## config.mk

```make
export PLATFORM = sky130hd
export DESIGN_NAME = uart_file_xfer
export DESIGN_NICKNAME = d
export VERILOG_FILES = /design/src/rtl/uart_file_xfer.sv
export SDC_FILE = /design/constraint.sdc
export NUM_CORES = 1
export LEC_CHECK = 0
export CAP_MARGIN = 20
export CORE_ASPECT_RATIO = 0.9
export CORE_MARGIN = 2
export CORE_UTILIZATION = 53
export DETAILED_ROUTE_END_ITERATION = 8
export GPL_ROUTABILITY_DRIVEN = 0
export PLACE_DENSITY = 0.79
export SYNTH_ARGS = -nofsm -noshare
export SYNTH_HDL_FRONTEND = slang
export SYNTH_SLANG_ARGS = --single-unit
```

## constraint.sdc

```tcl
create_clock -name clk -period 2.8 [get_ports clk]
set_clock_uncertainty 0.05 [all_clocks]
set_input_delay 0.56 -clock clk [delete_from_list [all_inputs] [get_ports clk]]
set_output_delay 0.56 -clock clk [all_outputs]
set_load 0.05 [all_outputs]
```

## src/rtl/uart_file_xfer.sv

```systemverilog
// rtl/uart_file_xfer.sv - host file transfer engine (header, index, data) over rs232 to a byte buffer
// Define UART_FILE_XFER_CHECKSUM_EN to append/verify an XOR trailer byte after the data.
module uart_file_xfer #(
  parameter int ADDR_W     = 16,
  parameter int IDX_BYTES  = 2,
  parameter int RX_TIMEOUT = 1000000
) (
  input  logic                   clk,
  input  logic                   reset,
  input  logic                   start,
  input  logic                   rw,
  input  logic [8*IDX_BYTES-1:0] file_index,
  input  logic [ADDR_W-1:0]      mem_start,
  input  logic [ADDR_W-1:0]      mem_end,
  output logic                   busy,
  output logic                   done,
  output logic                   error,
  output logic [7:0]             tx_data,
  output logic                   tx_en,
  input  logic                   tx_busy,
  input  logic [7:0]             rx_data,
  input  logic                   rx_rdy,
  output logic [ADDR_W-1:0]      mem_addr,
  output logic [7:0]             mem_wdata,
  output logic                   mem_we,
  input  logic [7:0]             mem_rdata
);
  localparam int TMO_W = (RX_TIMEOUT > 1) ? $clog2(RX_TIMEOUT + 1) : 1;
  localparam logic [TMO_W-1:0] TMO_LAST = (RX_TIMEOUT > 0) ? TMO_W'(RX_TIMEOUT - 1) : '0;

  typedef enum logic [3:0] {
    IDLE, SEND_HDR, SEND_IDX, TX_WAIT, RX_BYTE, TX_FETCH, TX_BYTE, CHECK, FINISH
  } state_t;

  state_t                 state, ret_state;
  logic                   is_read;
  logic [8*IDX_BYTES-1:0] idx_sr;
  logic [2:0]             idx_cnt;
  logic [ADDR_W:0]        ptr, end_ptr, ptr_nxt;
  logic                   tx_seen;
  logic [TMO_W-1:0]       tmo_cnt;
  logic                   tmo_hit;
`ifdef UART_FILE_XFER_CHECKSUM_EN
  logic [7:0]             csum;
`endif

  // One extra pointer bit lets a range ending at the top address terminate without wrapping.
  assign ptr_nxt = ptr + 1'b1;
  assign tmo_hit = (RX_TIMEOUT != 0) && (tmo_cnt == TMO_LAST);

  always_ff @(posedge clk) begin
    if (reset) begin
      state     <= IDLE;
      ret_state <= IDLE;
      is_read   <= 1'b0;
      idx_sr    <= '0;
      idx_cnt   <= '0;
      ptr       <= '0;
      end_ptr   <= '0;
      tx_seen   <= 1'b0;
      tmo_cnt   <= '0;
      busy      <= 1'b0;
      done      <= 1'b0;
      error     <= 1'b0;
      tx_data   <= '0;
      tx_en     <= 1'b0;
      mem_addr  <= '0;
      mem_wdata <= '0;
      mem_we    <= 1'b0;
`ifdef UART_FILE_XFER_CHECKSUM_EN
      csum      <= '0;
`endif
    end else begin
      tx_en  <= 1'b0;
      mem_we <= 1'b0;
      done   <= 1'b0;
      case (state)
        IDLE: if (start) begin
          busy    <= 1'b1;
          is_read <= rw;
          idx_sr  <= file_index;
          ptr     <= {1'b0, mem_start};
          end_ptr <= {1'b0, mem_end};
`ifdef UART_FILE_XFER_CHECKSUM_EN
          csum    <= '0;
`endif
          if (mem_end < mem_start) begin
            error <= 1'b1;
            state <= FINISH;
          end else begin
            error <= 1'b0;
            state <= SEND_HDR;
          end
        end
        SEND_HDR: if (!tx_busy) begin
          tx_en     <= 1'b1;
          tx_data   <= is_read ? 8'h52 : 8'h57;
          idx_cnt   <= '0;
          ret_state <= SEND_IDX;
          state     <= TX_WAIT;
        end
        SEND_IDX: begin
          if (idx_cnt == 3'(IDX_BYTES)) begin
            // Address goes out now so the first read byte is ready by TX_BYTE.
            mem_addr <= ptr[ADDR_W-1:0];
            tmo_cnt  <= '0;
            state    <= is_read ? RX_BYTE : TX_FETCH;
          end else if (!tx_busy) begin
            tx_en     <= 1'b1;
            tx_data   <= idx_sr[7:0];
            idx_sr    <= idx_sr >> 8;
            idx_cnt   <= idx_cnt + 3'd1;
            ret_state <= SEND_IDX;
            state     <= TX_WAIT;
          end
        end
        TX_WAIT: begin
          if (tx_busy) begin
            tx_seen <= 1'b1;
          end else if (tx_seen) begin
            tx_seen <= 1'b0;
            state   <= ret_state;
          end
        end
        RX_BYTE: begin
          if (rx_rdy) begin
            mem_we    <= 1'b1;
            mem_addr  <= ptr[ADDR_W-1:0];
            mem_wdata <= rx_data;
            ptr       <= ptr_nxt;
            tmo_cnt   <= '0;
`ifdef UART_FILE_XFER_CHECKSUM_EN
            csum      <= csum ^ rx_data;
`endif
            if (ptr == end_ptr) state <= CHECK;
          end else if (tmo_hit) begin
            error <= 1'b1;
            state <= FINISH;
          end else begin
            tmo_cnt <= tmo_cnt + 1'b1;
          end
        end
        TX_FETCH: begin
          mem_addr <= ptr[ADDR_W-1:0];
          state    <= TX_BYTE;
        end
        TX_BYTE: if (!tx_busy) begin
          tx_en     <= 1'b1;
          tx_data   <= mem_rdata;
`ifdef UART_FILE_XFER_CHECKSUM_EN
          csum      <= csum ^ mem_rdata;
`endif
          ptr       <= ptr_nxt;
          mem_addr  <= ptr_nxt[ADDR_W-1:0];
          ret_state <= (ptr == end_ptr) ? CHECK : TX_FETCH;
          state     <= TX_WAIT;
        end
        CHECK: begin
`ifdef UART_FILE_XFER_CHECKSUM_EN
          if (is_read) begin
            if (rx_rdy) begin
              if (rx_data != csum) error <= 1'b1;
              state <= FINISH;
            end else if (tmo_hit) begin
              error <= 1'b1;
              state <= FINISH;
            end else begin
              tmo_cnt <= tmo_cnt + 1'b1;
            end
          end else if (!tx_busy) begin
            tx_en     <= 1'b1;
            tx_data   <= csum;
            ret_state <= FINISH;
            state     <= TX_WAIT;
          end
`else
          state <= FINISH;
`endif
        end
        FINISH: begin
          done  <= 1'b1;
          busy  <= 1'b0;
          state <= IDLE;
        end
        default: state <= IDLE;
      endcase
    end
  end
endmodule
```

; ---- After elaboration in Yosys (flattened, before gate mapping)
; Index checks and enable logic that the tools add are counted.
[op_classes]
n_addsub = 3
n_mul = 0
div = 0
magnitude_cmp = 1
n_eq_ne = 25
shift = 0
muxes = 55
bitwise = 1
n_reduce_logical = 23
[ops]
columns = op, count
row1 = $mux 16, 6
row2 = $pmux 16 s4, 1
row3 = $mux 20, 3
row4 = $mux 17, 3
row5 = $pmux 17 s3, 1
row6 = $mux 4, 12
row7 = $pmux 20 s2, 1
row8 = $mux 8, 4
row9 = $pmux 16 s2, 1
row10 = $pmux 4 s7, 1
row11 = $pmux 8 s3, 1
row12 = $ne 2x2->1 const B, 11
row13 = $add 20x1->20 const B, 1
row14 = $eq 20x20->1 const B, 1
row15 = $reduce_and 4->1, 5
row16 = $add 17x1->17 const B, 1
row17 = $eq 17x16->1, 1
row18 = $eq 4x3->1 const B, 4
row19 = $lt 16x16->1, 1
row20 = $mux 3, 4
row21 = $pmux 4 s3, 1
row22 = $mux 1, 11
row23 = $reduce_and 5->1, 2
row24 = $reduce_bool 2->1, 5
row25 = 16 further kinds, 26
[totals]
regBits = 119
latch_bits = 0
ramBits = 0
romBits = 0
input_bits = 70
wordCells = 125
memories = 0

; ---- Logic depth before layout (Yosys ltp)
; Gate-level depths: netlist (run 1).
[logic_depth]
ltp_word = 4
mapped_depth = 9
depth_no_buf = 8

; ---- Worst setup path before layout (run 1)
; Ideal clock, no wire load.
[synth_path]
path_type = register to register
startpoint = reg ptr[0]
endpoint = reg mem_addr[14]
arrival_ps = 1966
slack_ps = 699
path_stages_with_launch = 8
n_path_buf = 0
synth_period_minus_slack_ps = 2101
cell_sequence = dfxtp_1 ha_1 nand3_1 nor3_2 nand3_1 or2_2 xor2_1 a211oi_1
[synth_via]
elab_chain_len = 3
[synth_rtl]
columns = element, line
row1 = start: declaration, 39  ; logic [ADDR_W:0] ptr, end_ptr, ptr_nxt;
row2 = start signal: assignment, 82  ; ptr <= {1'b0, mem_start};
row3 = start signal: assignment, 130  ; ptr <= ptr_nxt;
row4 = start signal: assignment, 153  ; ptr <= ptr_nxt;
row5 = $add 17x1->17, 48  ; assign ptr_nxt = ptr + 1'b1;
row6 = $mux 16, 147  ; TX_BYTE: if (!tx_busy) begin
row7 = $pmux 16 s4, 77  ; case (state)
row8 = end signal: assignment, 105  ; mem_addr <= ptr[ADDR_W-1:0];
row9 = end signal: assignment, 144  ; mem_addr <= ptr[ADDR_W-1:0];
row10 = end signal: assignment, 154  ; mem_addr <= ptr_nxt[ADDR_W-1:0];
row11 = end: declaration, 23  ; output logic [ADDR_W-1:0] mem_addr,
; No other way between the ends. The select of a mux whose other input is x is not followed.
; A chain may end at the register's enable or synchronous reset.

; ---- Worst setup path in the final report (run 1)
; Same ends and word-level chain as after synthesis.

==> run_results.csv, run 1 <==
group,metric,value,unit
clocking,cts_buffer_depth,2,
floorplan,die_w,117.3,um
synthesis,ys_seq_area_frac,0.3822,
grt,grt.total_usage,0.2877,
timing,rsz0062_at_grt,"false",
min_path,hp-class,"register to register",
clocking,clock-sinks,117,
timing,totalNegativeSetupSlack,0,ps
grt,grt_max_degree,69,
run,maxCapViolations,0,
critical_path,crit_start,"ptr[0]",
detailed_routing,wl_per_cell,16.87,um
clocking,clk_latency,410,ps
detailed_routing,wirelength,17620,um
synthesis,syn_nets,867,
min_path,hold_start,"mem_wdata[2]",
synthesis,ys_types,65,
synthesis,async_flop_share,0,
grt,grt_overflow_total,0,
floorplan,initial_utilization,0.5403,
cells_and_area,final.fill_count,888,
clocking,ctsResizeCount,0,
place,dp_cells,1012,
timing,setup_viol,0,
grt,grt_pass1_wl,29130,um
cells_and_area,area_delta_synth_final,30.30,%
floorplan,io_pins,107,
critical_path,arrival,2860,ps
cells_and_area,final_core_util,0.7040,
cells_and_area,stdcell_count,1044,
timing,fin_crit_sh,0.9204,
floorplan,core-area,11340,um^2
timing,min_period,2577,ps
timing,hold_viol,0,
detailed_routing,vias,6175,
critical_path,r2r_start,"ptr[0]",
detailed_routing,drt_iter0_markers,561,
critical_path,critPathKind,"register to register",
synthesis,synth.most_common_cell,"nand2_1",
detailed_routing,drc,0,
critical_path,required,3080,ps
power_and_ir_drop,cellPowerDensity,609.2,nW/um^2
synthesis,ys_seq_elements,117,
clocking,cts_tree,"done",
synthesis,synth_area,6128,um^2
detailed_routing,first_pass_iters,6,
clocking,post_cts_buffers,0,
cells_and_area,fin_nets,964,
cells_and_area,drive_above_1_share,0.08108,
synthesis,ys.flop_type,"dfxtp_1",
timing,tightest_slew,672.6,ps
clocking,numCtsBuffers,17,
critical_path,crit_fanout,7,
power_and_ir_drop,vdd_drop_max,0.5238,mV
floorplan,die_h,106.0,um
grt,grt_pass1_vias,6041,
detailed_routing,ant_nets,0,
critical_path,cp-start-kind,"register",
timing,fin_hold_ws,405.9,ps
critical_path,cp_slowest_cell,"nor3_2",
grt,antenna_found_initial,0,
clocking,holdBufCountCts,0,
place,port_buffers,106,
place,dpl.hpwl,12150,um
cells_and_area,antenna_cells,0,
clocking,htree_levels,4,
clocking,clkSlewWorstSetupHoldPaths,50,ps
synthesis,syn-mean-instance-area,7.877,um^2
timing,timing.slew.headroom,0.5508,
synthesis,ys_warn_count,0,
floorplan,dieArea,12440,um^2
status,outcome,"completed",
synthesis,synth_edf_count,0,
critical_path,crit_top_cell,"nand3_1",
critical_path,critPathMaxStageDelay,490,ps
floorplan,rows,37,
synthesis,synth_area_leaders,"dfxtp_1 (38%), nand2_1 (7.4%), nor2_1 (5.7%)",
critical_path,worstPathCellList,"ha_1 > nand3_1 > nor3_2 > nand3_1 > or2_2 > xor2_1 > a211oi_1",
synthesis,synth_common_cells,"nand2_1 (121), dfxtp_1 (117), nor2_1 (93)",
timing,fmax,0.3880,GHz
timing,slew_viol_final,0,
clocking,root_buffer,"clkbuf_16",
power_and_ir_drop,power.leakage,2.926,nW
synthesis,yosys.area.top_type,"dfxtp_1",
synthesis,synthCells,778,
critical_path,path_buf_inv,0,
critical_path,critPathTopFamily,"simple AND/OR/NAND/NOR gates",
critical_path,endpoint_kind,"register",
detailed_routing,viasPerCell,5.915,
synthesis,synth_top_cell_area_share,0.3822,
-- final timing paths --
kind / cells after the start / slack [ps] / to
max reg2reg: 7 / 220 / mem_addr[14]
min: 2 / 410 / mem_wdata[2]
min reg2reg: 2 / 410 / mem_wdata[2]
max: 7 / 220 / mem_addr[14]
-- metrics by stage --
step / area (um^2) / setup WS (ps) / power, mW
2_1_floorplan: 6128 / 698.7 / 2.295
3_5_place_dp: 7367 / -15.35 / 2.584
5_1_grt: 7985 / 41.86 / 5.023
4_1_cts: 7985 / 246.6 / 4.858
3_3_place_gp: 7367 / 93.81 / 2.560
6_report: 7985 / 222.9 / 4.864
-- cells in the final DEF, fill, tap and decap left out, types with 3 or more instances in the layout --
| cell | n |
|---|---|
| nand3b_1 | 4 |
| nand2_1 | 121 |
| nand2b_1 | 8 |
| o22ai_1 | 4 |
| bufinv_16 | 4 |
| xnor2_1 | 22 |
| a31oi_1 | 5 |
| buf_4 | 20 |
| a2bb2oi_1 | 3 |
| ha_1 | 19 |
| buf_12 | 3 |
| nor4_1 | 5 |
| nand4_1 | 15 |
| and3_1 | 5 |
| a22oi_1 | 12 |
| o221ai_1 | 3 |
| o21ai_0 | 28 |
| inv_1 | 27 |
| or3_1 | 6 |
| nor4b_1 | 4 |
| nor2_1 | 92 |
| dfxtp_1 | 117 |
| nor2b_1 | 7 |
| or2_2 | 5 |
| clkdlybuf4s50_1 | 105 |
| and4_1 | 3 |
| nand3_1 | 27 |
| a211oi_1 | 16 |
| a221oi_1 | 7 |
| nor3_1 | 20 |
| a311oi_1 | 12 |
| clkinv_2 | 3 |
| clkbuf_16 | 17 |
| xor2_1 | 26 |
| a21oi_1 | 59 |
| a21o_1 | 3 |
| clkbuf_1 | 4 |
-- cell families (layout without fill, tap and decap cells) --
logic type | count (synthesis) | after routing | share of synthesized area
AOI/OAI and AO/OA | 177 | 177 | 0.1903
buffers and inverters | 78 | 188 | 0.05533
muxes | 2 | 2 | 0.003675
DFF | 117 | 117 | 0.3822
adders and majority gates | 19 | 19 | 0.03879
xor gates and xnor gates | 48 | 48 | 0.06860
and+or+nand+nor | 337 | 337 | 0.2611
-- registers in the layout (all words and copies together), names as in the netlist --
name       flops
state          4
busy           1
end_ptr       16
tmo_cnt       20
idx_sr        16
tx_seen        1
tx_en          1
idx_cnt        3
mem_we         1
ret_state      2
is_read        1
mem_wdata      8
ptr           17
mem_addr      16
tx_data        8
done           1
error          1
-- cell type report --
cell class | count | area (um^2) | share of cell area
sequential | 117 | 2342 | 0.2933
inverter | 27 | 101.3 | 0.01269
multi-input combinational | 583 | 3462 | 0.4336
clock buffer | 23 | 467.9 | 0.05860
tap | 156 | 195.2 | 0.02444
clock inverter | 9 | 150.1 | 0.01880
timing repair buffer | 129 | 1266 | 0.1586
-- routing by layer --
layer / share of wire / track usage
met3: 0.079 / 0.06813
met4: 0.025 / 0.1110
met5: 0 / 0
met2: 0.48 / 0.4896
met1: 0.41 / 0.3551
-- tightest hold or removal path, stage by stage (launching register included) --
cell     delay (ps)
dfxtp_1         310
nand2_1          50
a21oi_1          50
-- report_power, final --
part	internal (mW)	total (mW)	switching, mW
Combinational	0.314	0.720	0.407
Sequential	1.76	1.85	0.0912
Clock	1.53	2.29	0.763
No activity file was read; power rests on OpenSTA's default activity.
==> run 2, diff against run 1 <==
--- a/config.mk
+++ b/config.mk
@@ -5,7 +5,6 @@
 export SDC_FILE = /design/constraint.sdc
 export NUM_CORES = 1
 export LEC_CHECK = 0
-export CAP_MARGIN = 20
 export CORE_ASPECT_RATIO = 0.9
 export CORE_MARGIN = 2
 export CORE_UTILIZATION = 53
==> results of run 2 <==
The final DEF is identical to that of run 1; final timing and power are the same.
==> run 3, diff against run 2 <==
--- a/config.mk
+++ b/config.mk
@@ -5,12 +5,14 @@
 export SDC_FILE = /design/constraint.sdc
 export NUM_CORES = 1
 export LEC_CHECK = 0
+export CELL_PAD_IN_SITES_DETAIL_PLACEMENT = 1
+export CELL_PAD_IN_SITES_GLOBAL_PLACEMENT = 1
 export CORE_ASPECT_RATIO = 0.9
 export CORE_MARGIN = 2
-export CORE_UTILIZATION = 53
+export CORE_UTILIZATION = 39
 export DETAILED_ROUTE_END_ITERATION = 8
 export GPL_ROUTABILITY_DRIVEN = 0
-export PLACE_DENSITY = 0.79
+export PLACE_DENSITY = 0.86
 export SYNTH_ARGS = -nofsm -noshare
 export SYNTH_HDL_FRONTEND = slang
 export SYNTH_SLANG_ARGS = --single-unit
==> run 3 against run 2 <==
Against the previous run: wire length grew 13%; clock power down 14%; worst setup slack worse by 21 ps; total power is 6.2% lower; sequential power barely moved; hold slack about the same; combinational power grew 2.9%; final cell count is 5.1% higher; critical path depth unchanged; largest cell class unchanged; largest power group unchanged.
==> run_results.csv, run 3 (synthesized netlist as in run 1, its figures left out) <==
group,metric,value,unit
critical_path,cp-start-kind,"register",
grt,gr-max-usage-layer,"met2",
grt,grt_pass1_vias,6234,
grt,grt.total_usage,0.2490,
grt,antenna_found_initial,0,
power_and_ir_drop,vdd_drop_max,0.4676,mV
clocking,clkSlewWorstSetupHoldPaths,50,ps
floorplan,die_w,136.1,um
detailed_routing,wirelength,19900,um
timing,hold_viol,0,
cells_and_area,final_common_cell,"nand2_1",
clocking,root_buffer,"clkbuf_16",
clocking,cts_tree,"done",
critical_path,arrival,2870,ps
clocking,post_cts_buffers,0,
clocking,clk_latency,420,ps
critical_path,r2r_slack,200,ps
critical_path,rr_endpoint,"mem_addr[14]",
timing,fmax,0.3850,GHz
floorplan,core-area,15390,um^2
timing,rsz0062_at_grt,"false",
clocking,ctsResizeCount,0,
timing,totalNegativeSetupSlack,0,ps
critical_path,r2r_start,"ptr[0]",
run,maxCapViolations,0,
floorplan,io_pins,107,
critical_path,endpoint_kind,"register",
critical_path,critPathKind,"register to register",
cells_and_area,largest_register,"tmo_cnt",
floorplan,initial_utilization,0.3983,
status,outcome,"completed",
cells_and_area,final_cell_mix,"nand2_1 (121), dfxtp_1 (117), clkdlybuf4s50_1 (105)",
floorplan,rows,43,
grt,met2_usage,0.3951,
cells_and_area,drive_above_1_share,0.09050,
cells_and_area,area_delta_synth_final,30.81,%
floorplan,dieArea,16730,um^2
critical_path,required,3080,ps
critical_path,reg2reg_depth,7,
clocking,holdBufCountCts,0,
critical_path,crit_fanout,7,
detailed_routing,first_pass_iters,5,
timing,timing.slew.headroom,0.5627,
detailed_routing,vias,6128,
cells_and_area,antenna_cells,0,
grt,grt_pass1_wl,32740,um
min_path,hold_start,"mem_wdata[3]",
power_and_ir_drop,cellPowerDensity,569.2,nW/um^2
clocking,clock-sinks,117,
cells_and_area,fin_nets,974,
place,port_buffers,106,
grt,grt_overflow_total,0,
timing,fin_crit_sh,0.9277,
cells_and_area,largest_reg_flops,20,
timing,min_period,2598,ps
grt,grt_max_degree,44,
detailed_routing,wl_per_cell,18.14,um
detailed_routing,drt_iter0_markers,463,
min_path,whs_path_depth,2,
cells_and_area,reg_top3,"tmo_cnt: 20 flops, ptr: 17 flops",
grt,met3_usage,0.05371,
clocking,htree_levels,4,
power_and_ir_drop,power.leakage,2.946,nW
timing,tightest_slew,655.0,ps
detailed_routing,ant_nets,0,
min_path,hold_path_end,"mem_wdata[3]",
timing,setup_viol,0,
detailed_routing,viasPerCell,5.586,
cells_and_area,final.fill_count,1846,
timing,slew_viol_final,0,
min_path,hp-class,"register to register",
timing,fin_hold_ws,405.6,ps
place,dpl.hpwl,14070,um
clocking,cts_buffer_depth,2,
floorplan,die_h,122.9,um
grt,use_met1,0.3327,
detailed_routing,drc,0,
clocking,numCtsBuffers,17,
run 3: cell types whose count changed in the layout (fill, tap and decap cells not counted), sizes merged:
cell	delta
buf	+10
bufinv	-4
clkinv	+2
clkinvlp	-2
clkbuf	+1
run 3: final cells by class:
cell class | count | area [um^2] | share of cell area
clock inverters | 5 | 25.02 | 0.003122
inverters | 27 | 101.3 | 0.01264
well taps | 202 | 252.7 | 0.03153
multi-input cells | 583 | 3462 | 0.4319
clock buffers | 24 | 501.7 | 0.06259
repair buffers | 139 | 1331 | 0.1661
flip-flops and latches | 117 | 2342 | 0.2922
run 3: worst max path at each step:
stage,endpoint,start,slack [ps]
after floorplan,mem_addr[14],ptr[0],700
after global placement,state[3],mem_start[11],160
after detailed placement,state[3],mem_start[1],40
after CTS,mem_addr[14],ptr[0],250
after global routing,mem_addr[14],ptr[0],60
final,mem_addr[14],ptr[0],200
run 3: routing by layer:
| metal | routed length [um] | share of wire |
|---|---|---|
| met5 | 0 | 0 |
| met1 | 9321 | 0.47 |
| met3 | 978 | 0.049 |
| met4 | 386 | 0.019 |
| met2 | 9214 | 0.46 |
run 3: worst max-delay path: stages (launching register included):
cell	delay (ps)
dfxtp_1	520
ha_1	280
nand3_1	220
nor3_2	420
nand3_1	260
or2_2	350
xor2_1	170
a211oi_1	240
run 3: stage by stage:
step / area [um^2] / cells / util / setup WS, ps / power [mW]
detailed placement: 7490 / 1068 / 0.4867 / 35.26 / 2.617
global placement: 7490 / 1068 / 0.4867 / 156.0 / 2.591
finish: 8016 / 1097 / 0.5210 / 202.3 / 4.563
CTS: 8016 / 1097 / 0.5210 / 251.1 / 4.575
global route: 8016 / 1097 / 0.5210 / 55.93 / 4.745
floorplan: 6128 / 778 / - / 698.7 / 2.295
run 3: power by group:
group	internal [mW]	switching, mW
registers	1.76	0.0983
logic	0.318	0.423
clock network	1.22	0.742
